<file path="src/rtl/swt16_mem_arbiter_pkg.sv">
// Shared types for the unified-memory arbiter.
// FSM state encoding and port-owner encoding.
package swt16_mem_arbiter_pkg;

  typedef enum logic [1:0] {
    ST_IDLE = 2'd0,
    ST_BUSY = 2'd1,
    ST_RESP = 2'd2
  } state_e;

  localparam logic OWN_IF = 1'b0;
  localparam logic OWN_DM = 1'b1;

endpackage

</file>
<file path="src/rtl/swt16_arb2.sv">
// Two-way alternating arbiter: req[0]=IF, req[1]=DM.
// Ports: clock, reset, req, update (commit grant), grant (owner).
module swt16_arb2
  import swt16_mem_arbiter_pkg::*;
(
  input  logic       clock,
  input  logic       reset,
  input  logic [1:0] req,
  input  logic       update,
  output logic       grant
);

  logic last_q;
  logic last_d;

  always_comb begin
    grant = OWN_IF;
    unique case (1'b1)
      (req == 2'b11): grant = ~last_q;
      (req == 2'b10): grant = OWN_DM;
      default:        grant = OWN_IF;
    endcase
  end

  // Only a real conflict moves the alternation pointer.
  always_comb begin
    last_d = last_q;
    if (update && (req == 2'b11)) begin
      last_d = grant;
    end
  end

  always_ff @(posedge clock) begin
    if (reset) begin
      last_q <= OWN_IF;
    end else begin
      last_q <= last_d;
    end
  end

endmodule

</file>
<file path="src/rtl/swt16_mem_arbiter.sv">
// Shares one req/ack memory between fetch (read) and MEM (rd/wr).
// Ports: if_* fetch side, dm_* data side, mem_* memory side, stalls.
module swt16_mem_arbiter
  import swt16_mem_arbiter_pkg::*;
#(
  parameter int ADDR_WIDTH     = 12,
  parameter int WORD_WIDTH     = 16,
  parameter int TIMEOUT_CYCLES = 255,
  parameter int TO_WIDTH       = 8
) (
  input  logic                  clock,
  input  logic                  reset,
  input  logic                  if_req,
  input  logic [ADDR_WIDTH-1:0] if_addr,
  output logic [WORD_WIDTH-1:0] if_rdata,
  output logic                  if_rvalid,
  output logic                  if_stall,
  input  logic                  dm_req,
  input  logic                  dm_we,
  input  logic [ADDR_WIDTH-1:0] dm_addr,
  input  logic [WORD_WIDTH-1:0] dm_wdata,
  output logic [WORD_WIDTH-1:0] dm_rdata,
  output logic                  dm_rvalid,
  output logic                  dm_stall,
  output logic                  mem_req,
  output logic                  mem_we,
  output logic [ADDR_WIDTH-1:0] mem_addr,
  output logic [WORD_WIDTH-1:0] mem_wdata,
  input  logic [WORD_WIDTH-1:0] mem_rdata,
  input  logic                  mem_ack,
  output logic                  mem_err
);

  localparam bit TO_EN = (TIMEOUT_CYCLES != 0);
  localparam logic [TO_WIDTH-1:0] TO_LAST =
    TO_WIDTH'(TIMEOUT_CYCLES - 1);

  state_e                state_q, state_d;
  logic                  owner_q, owner_d;
  logic                  mem_req_q, mem_req_d;
  logic                  mem_we_q, mem_we_d;
  logic [ADDR_WIDTH-1:0] mem_addr_q, mem_addr_d;
  logic [WORD_WIDTH-1:0] mem_wdata_q, mem_wdata_d;
  logic [WORD_WIDTH-1:0] if_rdata_q, if_rdata_d;
  logic [WORD_WIDTH-1:0] dm_rdata_q, dm_rdata_d;
  logic                  mem_err_q, mem_err_d;
  logic [TO_WIDTH-1:0]   to_cnt_q, to_cnt_d;
  logic                  grant;
  logic                  grant_en;

  swt16_arb2 u_arb (
    .clock  (clock),
    .reset  (reset),
    .req    ({dm_req, if_req}),
    .update (grant_en),
    .grant  (grant)
  );

  always_comb begin
    state_d     = state_q;
    owner_d     = owner_q;
    mem_req_d   = mem_req_q;
    mem_we_d    = mem_we_q;
    mem_addr_d  = mem_addr_q;
    mem_wdata_d = mem_wdata_q;
    if_rdata_d  = if_rdata_q;
    dm_rdata_d  = dm_rdata_q;
    mem_err_d   = mem_err_q;
    to_cnt_d    = to_cnt_q;
    grant_en    = 1'b0;
    unique case (state_q)
      ST_IDLE: begin
        if (if_req || dm_req) begin
          grant_en  = 1'b1;
          owner_d   = grant;
          mem_req_d = 1'b1;
          to_cnt_d  = '0;
          state_d   = ST_BUSY;
          if (grant == OWN_DM) begin
            mem_we_d    = dm_we;
            mem_addr_d  = dm_addr;
            mem_wdata_d = dm_wdata;
          end else begin
            mem_we_d    = 1'b0;
            mem_addr_d  = if_addr;
          end
        end
      end
      ST_BUSY: begin
        // An ack on the limit cycle still wins over the timeout.
        if (mem_ack) begin
          mem_req_d = 1'b0;
          state_d   = ST_RESP;
          if (!mem_we_q) begin
            if (owner_q == OWN_DM) begin
              dm_rdata_d = mem_rdata;
            end else begin
              if_rdata_d = mem_rdata;
            end
          end
        end else if (TO_EN && (to_cnt_q == TO_LAST)) begin
          mem_err_d = 1'b1;
          mem_req_d = 1'b0;
          state_d   = ST_RESP;
        end else if (TO_EN) begin
          to_cnt_d = to_cnt_q + TO_WIDTH'(1);
        end
      end
      ST_RESP: begin
        state_d = ST_IDLE;
      end
      default: begin
        state_d = ST_IDLE;
      end
    endcase
  end

  always_ff @(posedge clock) begin
    if (reset) begin
      state_q     <= ST_IDLE;
      owner_q     <= OWN_IF;
      mem_req_q   <= 1'b0;
      mem_we_q    <= 1'b0;
      mem_addr_q  <= '0;
      mem_wdata_q <= '0;
      if_rdata_q  <= '0;
      dm_rdata_q  <= '0;
      mem_err_q   <= 1'b0;
      to_cnt_q    <= '0;
    end else begin
      state_q     <= state_d;
      owner_q     <= owner_d;
      mem_req_q   <= mem_req_d;
      mem_we_q    <= mem_we_d;
      mem_addr_q  <= mem_addr_d;
      mem_wdata_q <= mem_wdata_d;
      if_rdata_q  <= if_rdata_d;
      dm_rdata_q  <= dm_rdata_d;
      mem_err_q   <= mem_err_d;
      to_cnt_q    <= to_cnt_d;
    end
  end

  assign if_rvalid = (state_q == ST_RESP) && (owner_q == OWN_IF);
  assign dm_rvalid = (state_q == ST_RESP) && (owner_q == OWN_DM);
  assign if_stall  = if_req && !if_rvalid;
  assign dm_stall  = dm_req && !dm_rvalid;
  assign if_rdata  = if_rdata_q;
  assign dm_rdata  = dm_rdata_q;
  assign mem_req   = mem_req_q;
  assign mem_we    = mem_we_q;
  assign mem_addr  = mem_addr_q;
  assign mem_wdata = mem_wdata_q;
  assign mem_err   = mem_err_q;

endmodule

</file>
<file path="config.mk">
export PLATFORM = sky130hd
export DESIGN_NAME = swt16_mem_arbiter
export DESIGN_NICKNAME = d
export VERILOG_FILES = /design/src/rtl/swt16_mem_arbiter_pkg.sv /design/src/rtl/swt16_arb2.sv /design/src/rtl/swt16_mem_arbiter.sv
export SDC_FILE = /design/constraint.sdc
export NUM_CORES = 1
export LEC_CHECK = 0
export BUFFER_PORTS_ARGS = -buffer_cell sky130_fd_sc_hd__buf_4
export CAP_MARGIN = 20
export CORE_UTILIZATION = 44
export CTS_CLUSTER_DIAMETER = 50
export DETAILED_ROUTE_END_ITERATION = 7
export PLACE_DENSITY_LB_ADDON = 0.08
export SYNTH_ARGS = -nofsm -noshare
export SYNTH_HDL_FRONTEND = slang
export SYNTH_SLANG_ARGS = --single-unit
</file>
<file path="constraint.sdc">
create_clock -name clock -period 3 [get_ports clock]
set_clock_uncertainty 0.15 [all_clocks]
set_input_delay 0.15 -clock clock [delete_from_list [all_inputs] [get_ports clock]]
set_output_delay 0.15 -clock clock [all_outputs]
set_load 0.01 [all_outputs]
</file>
==> metrics.txt, run 1 <==
CTS tree done; Sequential Area roughly 1500 um2; initial antenna violation count 0; I/O pin total around 130; # nets final between 500 and 600; die width 83.9 um; status complete, but fails checks; Area Overhead vs Synth 51.4%; failing checks DRC; PD cells about 510 nW/um2; DR WL/cell between 10 and 15 um; Worst-path clk slew 0.08 ns; critical path arrival 2.31 ns; TNS Setup 0 ns; warning count from the yosys run 0; wire length of the first global-routing pass 12600 um; largest net degree at the start of global routing 77; Clock Latency Late Sink approximately 0.33 ns; r2r endpoint dm_rdata[3]; Pre-Repair DR Iteration Count 6; Initial Util 0.459; # rows 29; min Tclk post-route 2.29 ns; hold path start dm_addr[3]; Multi-input gate area approximately 1300 um2; Worst Tran Pin Value about 0.84 ns; Synth Register Bits 75; gr usage total 0.221; cts repair resizes 0; CTS buffer count 9; hold path depth 3; clock root buffer clkbuf_8; worst reg2reg path depth 4; final hold vios 0; vias in the first global route 2766; fill count ~530; grt ovf 0; max_cap viols 0; ant diodes 0; RSZ-0062 raised after global routing no; Die ar. between 7000 and 8000 um2; fraction of layout cells with a size suffix above 1 0.296; DR vias roughly 3000; input/output buffers 128; worst rel slew slack 0.435; Worst Hold End mem_addr[3]; final setup fails 0; DRT iter0 DRCs 103; Max Buffers Root-to-Sink 2; sequential area share after synthesis 0.509; Synth cell types 38; Final Cycle Share 0.763; DR DRC count 12; vias per cell 5.01; Max FO, Critical Path 16; P_leak about 1.9 nW; die height ~84 um; htree depth 3; Max Transition Viols Final 0; max frequency 437 MHz; syn_area_per_cell approximately 8.4 um2; Crit Path Category reg -> reg; Worst R2R Setup Slack 0.71 ns; post-detailed-route count of antenna-violating nets 0; Gate Count Post-Synth 351; clock sinks 75; DP HPWL slightly above 5000 um; hold crit path type in -> reg; worst reg2reg startpoint state_q[0]; syn nets a little over 400; WP data required 3.02 ns; Crit. End Element flip-flop; GP Congestion about 0.83; CORE AREA approximately 6400 um2; DRT Wirelength approximately 7700 um; crit start category flip-flop; Peak VDD IR about 370 uV; worst hold slack ~0.013 ns; area of the mapped netlist between 2000 and 3000 um2
-- worst max-delay path by stage --
| stage | startpoint | end | slack (ns) | depth (start not counted) |
|---|---|---|---|---|
| floorplan | state_q[1] | if_rdata[10] | 1.30 | 6 |
| global placement | state_q[0] | dm_rdata[10] | 0.83 | 4 |
| detailed placement | state_q[0] | dm_rdata[13] | 0.71 | 4 |
| CTS | state_q[0] | dm_rdata[3] | 0.70 | 4 |
| global route | state_q[0] | dm_rdata[8] | 0.55 | 4 |
| finish | state_q[0] | dm_rdata[3] | 0.71 | 4 |
-- placed cells by master, fill, tap and decap left out, drive strengths merged, types with 2 or more instances in the layout --
cell type,n
nor2,19
buf,130
dlygate4sd3,34
nor2b,4
nand2b,3
clkbuf,10
bufinv,2
nand2,99
or4,4
o21ai,4
o211ai,3
nand3,12
mux2i,12
a31oi,4
dfxtp,75
clkinv,3
nor3b,2
ha,2
a211oi,12
a21oi,56
-- power breakdown --
part           internal, mW  switching [mW]  leakage, nW
clock                 0.463           0.352        0.106
combinational         0.201           0.183         1.17
sequential             1.05          0.0351        0.612
-- metrics by stage --
stage,cells,power (mW),util,setup WS (ns),area (um2)
after CTS,584,2.31,0.695,0.696,4470
final,584,2.28,0.695,0.710,4470
after global routing,584,2.40,0.695,0.546,4470
after floorplan,351,1.28,-,1.30,2950
after global placement,535,1.45,0.610,0.832,3920
after detailed placement,535,1.46,0.610,0.711,3920
-- critical path, stage by stage, from the launching register on --
cell and delay [ns]:
dfxtp_1 0.45, nor2b_1 0.52, nand4b_1 0.66, nand2_1 0.25, a21oi_1 0.09
-- synthesized netlist by cell type (all sizes together) --
cell type / n / share of area
a211oi: 12 / 0.031
a21boi: 1 / 0.0038
a21oi: 56 / 0.095
a22oi: 1 / 0.0025
a31oi: 4 / 0.0085
and2: 1 / 0.0021
and3: 1 / 0.0021
and3b: 1 / 0.0030
and4b: 1 / 0.0034
buf: 10 / 0.019
clkbuf: 13 / 0.017
dfxtp: 75 / 0.51
ha: 2 / 0.0085
inv: 1 / 0.0013
mux2i: 12 / 0.041
nand2: 99 / 0.13
nand2b: 3 / 0.0089
nand3: 12 / 0.020
nand4: 1 / 0.0021
nand4b: 1 / 0.0030
nor2: 19 / 0.024
nor2b: 4 / 0.0085
nor3: 1 / 0.0017
nor3b: 2 / 0.0089
nor4b: 1 / 0.0081
o211ai: 3 / 0.0076
o21a: 1 / 0.0025
o21ai: 4 / 0.0081
o2bb2ai: 1 / 0.0030
o31a: 1 / 0.0030
or2: 1 / 0.0021
or4: 4 / 0.010
or4b: 1 / 0.0034
xnor2: 1 / 0.0030
-- registers in the layout (all words and copies together), names as in the netlist --
signal        flops
dm_rdata         16
if_rdata         16
mem_wdata        16
mem_addr         12
to_cnt_q          8
state_q           2
mem_err           1
mem_req           1
mem_we            1
owner_q           1
u_arb.last_q      1
-- kinds of logic after synthesis --
family,Yosys count,synth area share
AO/OA/AOI/OAI,84,0.165
XOR/XNOR,1,0.00297
adder cells (fa/ha/maj),2,0.00848
buffers and inverters,24,0.0365
flip-flops,75,0.509
multiplexers,12,0.0407
AND/OR/NAND/NOR,153,0.238
-- layout make-up --
type                            instances  share of cell area
Sequential cell                        75               0.336
Clock buffer                           10              0.0286
Multi-Input combinational cell        252               0.300
Inverter                                1            0.000841
Tap cell                               77              0.0216
Timing Repair Buffer                  164               0.295
Clock inverter                          5              0.0177
-- per-layer routing --
layer / routed length (um) / up-vias / part of all wire / global-route usage
met5: 0 / - / 0 / 0
met4: 108 / 0 / 0.014 / 0.0784
met3: 484 / 12 / 0.063 / 0.0544
met2: 3860 / 94 / 0.50 / 0.385
met1: 3230 / 1322 / 0.42 / 0.264
li1: - / 1500 / - / -
-- what timing repair did --
| action | 4_1_cts | 5_1_grt |
|---|---|---|
| endpoints found under the hold margin | 50 | 0 |
| setup buffers | 0 | 0 |
| hold buffers | 34 | 0 |
Note: power is estimated with default switching activity, not from simulation.
==> inputs of run 2 (changes only) <==
Settings changed: CORE_UTILIZATION 44 to 42.
Clock period 3 ns to 1.85 ns, I/O delays scaled along.
==> metrics.txt, run 2 (synthesis results as in run 1) <==
initial antenna violation count 0 (unchanged); I/O pin total 129 (unchanged); PD cells 788 nW/um2 (was 512 nW/um2); critical path arrival 1.86 ns (was 2.31 ns); fill count 506 (was 527); clock root buffer clkbuf_8 (unchanged); Peak VDD IR 462 uV (was 365 uV); die height 85.8 um (was 83.9 um); P_leak 2.06 nW (was 1.89 nW); Tot Pwr 3.82 mW (was 2.28 mW); final hold vios 0 (unchanged); Worst Hold End to_cnt_q[2] (was mem_addr[3]); grt ovf 0 (unchanged); Inst Count DP 566 (was 535); worst reg2reg startpoint state_q[0] (unchanged); r2r endpoint to_cnt_q[6] (was dm_rdata[3]); post-detailed-route count of antenna-violating nets 0 (unchanged); max_cap viols 0 (unchanged); Slowest-stage cell, CP or4_1 (was nand4b_1); crit start category flip-flop (unchanged); most common cell after layout, fill and taps aside buf_4 (unchanged); final cell count without fillers 639 (was 584); Crit. End Element flip-flop (unchanged); CTS tree done (unchanged); max frequency 572 MHz (was 437 MHz); hold path depth 4 (was 3); ant diodes 0 (unchanged); htree depth 3 (unchanged); Area Overhead vs Synth 64.5% (was 51.4%); CP top delay family simple AND/OR/NAND/NOR gates (unchanged); input/output buffers 128 (unchanged); Max Buffers Root-to-Sink 2 (unchanged); fin util 0.714 (was 0.695); DR DRC count 0 (was 12); worst reg2reg path depth 4 (unchanged); Max FO, Critical Path 6 (was 16); hold path start mem_ack (was dm_addr[3]); Crit Path Category reg -> reg (unchanged); clock sinks 75 (unchanged); Sequential Area 1500 um2 (about the same); GP Congestion 0.762 (was 0.833); largest net degree at the start of global routing 58 (was 77); worst path buffer plus inverter count 0 (unchanged); Pre-Repair DR Iteration Count 6 (unchanged); critical path, cell by cell nor3b_4 > o21ai_2 > or4_1 > a31oi_1 (was nor2b_1 > nand4b_1 > nand2_1 > a21oi_1); vias in the first global route 2949 (was 2766); TNS Setup 0 ns (unchanged); status finished clean (was complete, but fails checks); hold crit path type in -> reg (unchanged); DRT iter0 DRCs 187 (was 103); wire length of the first global-routing pass 13500 um (was 12600 um); min Tclk post-route 1.75 ns (was 2.29 ns); Final Cycle Share 0.945 (was 0.763); Initial Util 0.434 (was 0.459); vias per cell 4.88 (was 5.01); Worst Tran Pin Value 0.542 ns (was 0.844 ns); Worst R2R Setup Slack 0.10 ns (was 0.71 ns); Worst-path clk slew 0.07 ns (was 0.08 ns); gr usage total 0.230 (was 0.221); die width 85.8 um (was 83.9 um); WP data required 1.96 ns (was 3.02 ns); DRT Wirelength 8270 um (was 7690 um); # rows 30 (was 29); fraction of layout cells with a size suffix above 1 0.302 (was 0.296); RSZ-0062 raised after global routing no (unchanged); most frequent cells in the layout buf_4, nand2_1, dfxtp_1, dlygate4sd3_1, a21oi_1 (was buf_4, nand2_1, dfxtp_1, a21oi_1, dlygate4sd3_1); final setup fails 0 (unchanged); worst rel slew slack 0.638 (was 0.435); # nets final 603 (was 567); Multi-input gate area 1340 um2 (unchanged); setup slack after placement 0.113 ns (was 0.711 ns); DR vias 3119 (was 2928); DR WL/cell 12.9 um (was 13.2 um); CTS buffer count 9 (unchanged); final worst slack 0.101 ns (was 0.710 ns); Clock Latency Late Sink 0.34 ns (was 0.33 ns); Die ar. 7360 um2 (was 7040 um2); CP peak stage delay 0.52 ns (was 0.66 ns); post-CTS setup buffers 0 (unchanged); CORE AREA 6790 um2 (was 6420 um2); Max Transition Viols Final 0 (unchanged); DP HPWL 5160 um (was 5040 um)
run 2: routing by layer:
metal / vias to the layer above / share of wire / global-route usage
li1: 1573 / - / -
met1: 1430 / 0.43 / 0.279
met2: 100 / 0.49 / 0.389
met3: 16 / 0.062 / 0.0587
met4: 0 / 0.018 / 0.0939
met5: - / 0 / 0
run 2: repair_timing:
item	in CTS	in global routing
endpoints found under the hold margin	61	0
setup endpoints to repair	0	1
hold buffers	58	0
gates resized for setup	0	1
run 2: final cells by class:
cell class,count,area share
inverter,1,0.000773
timing repair buffer,200,0.344
multi-input combinational,252,0.276
clock inverter,6,0.0186
sequential,75,0.310
clock buffer,9,0.0255
tap,96,0.0247
run 2: how the worst max path moves through the flow:
stage	from	slack, ns	end	cells after the start
floorplan	state_q[1]	0.15	if_rdata[10]	6
global placement	to_cnt_q[0]	0.18	to_cnt_q[6]	6
detailed placement	to_cnt_q[0]	0.11	to_cnt_q[6]	6
CTS	to_cnt_q[0]	0.1	to_cnt_q[6]	6
global route	state_q[0]	0.03	to_cnt_q[6]	4
finish	state_q[0]	0.10	to_cnt_q[6]	4
run 2: worst register-to-register path, stage by stage, from the launching register on:
cell and delay (ns):
dfxtp_1 0.44, nor3b_4 0.27, o21ai_2 0.12, or4_1 0.52
a31oi_1 0.17
run 2: report_power, final:
part	switching (mW)	internal [mW]
sequential	0.0563	1.70
clock	0.601	0.757
combinational	0.317	0.390
run 2: through the flow:
stage	hold slack (ns)	cell area (um2)
3_5_place_dp	0.191	4060
5_1_grt	0.0487	4850
6_report	0.0212	4850
3_3_place_gp	0.179	4060
2_1_floorplan	0.0785	2950
4_1_cts	0.00911	4850
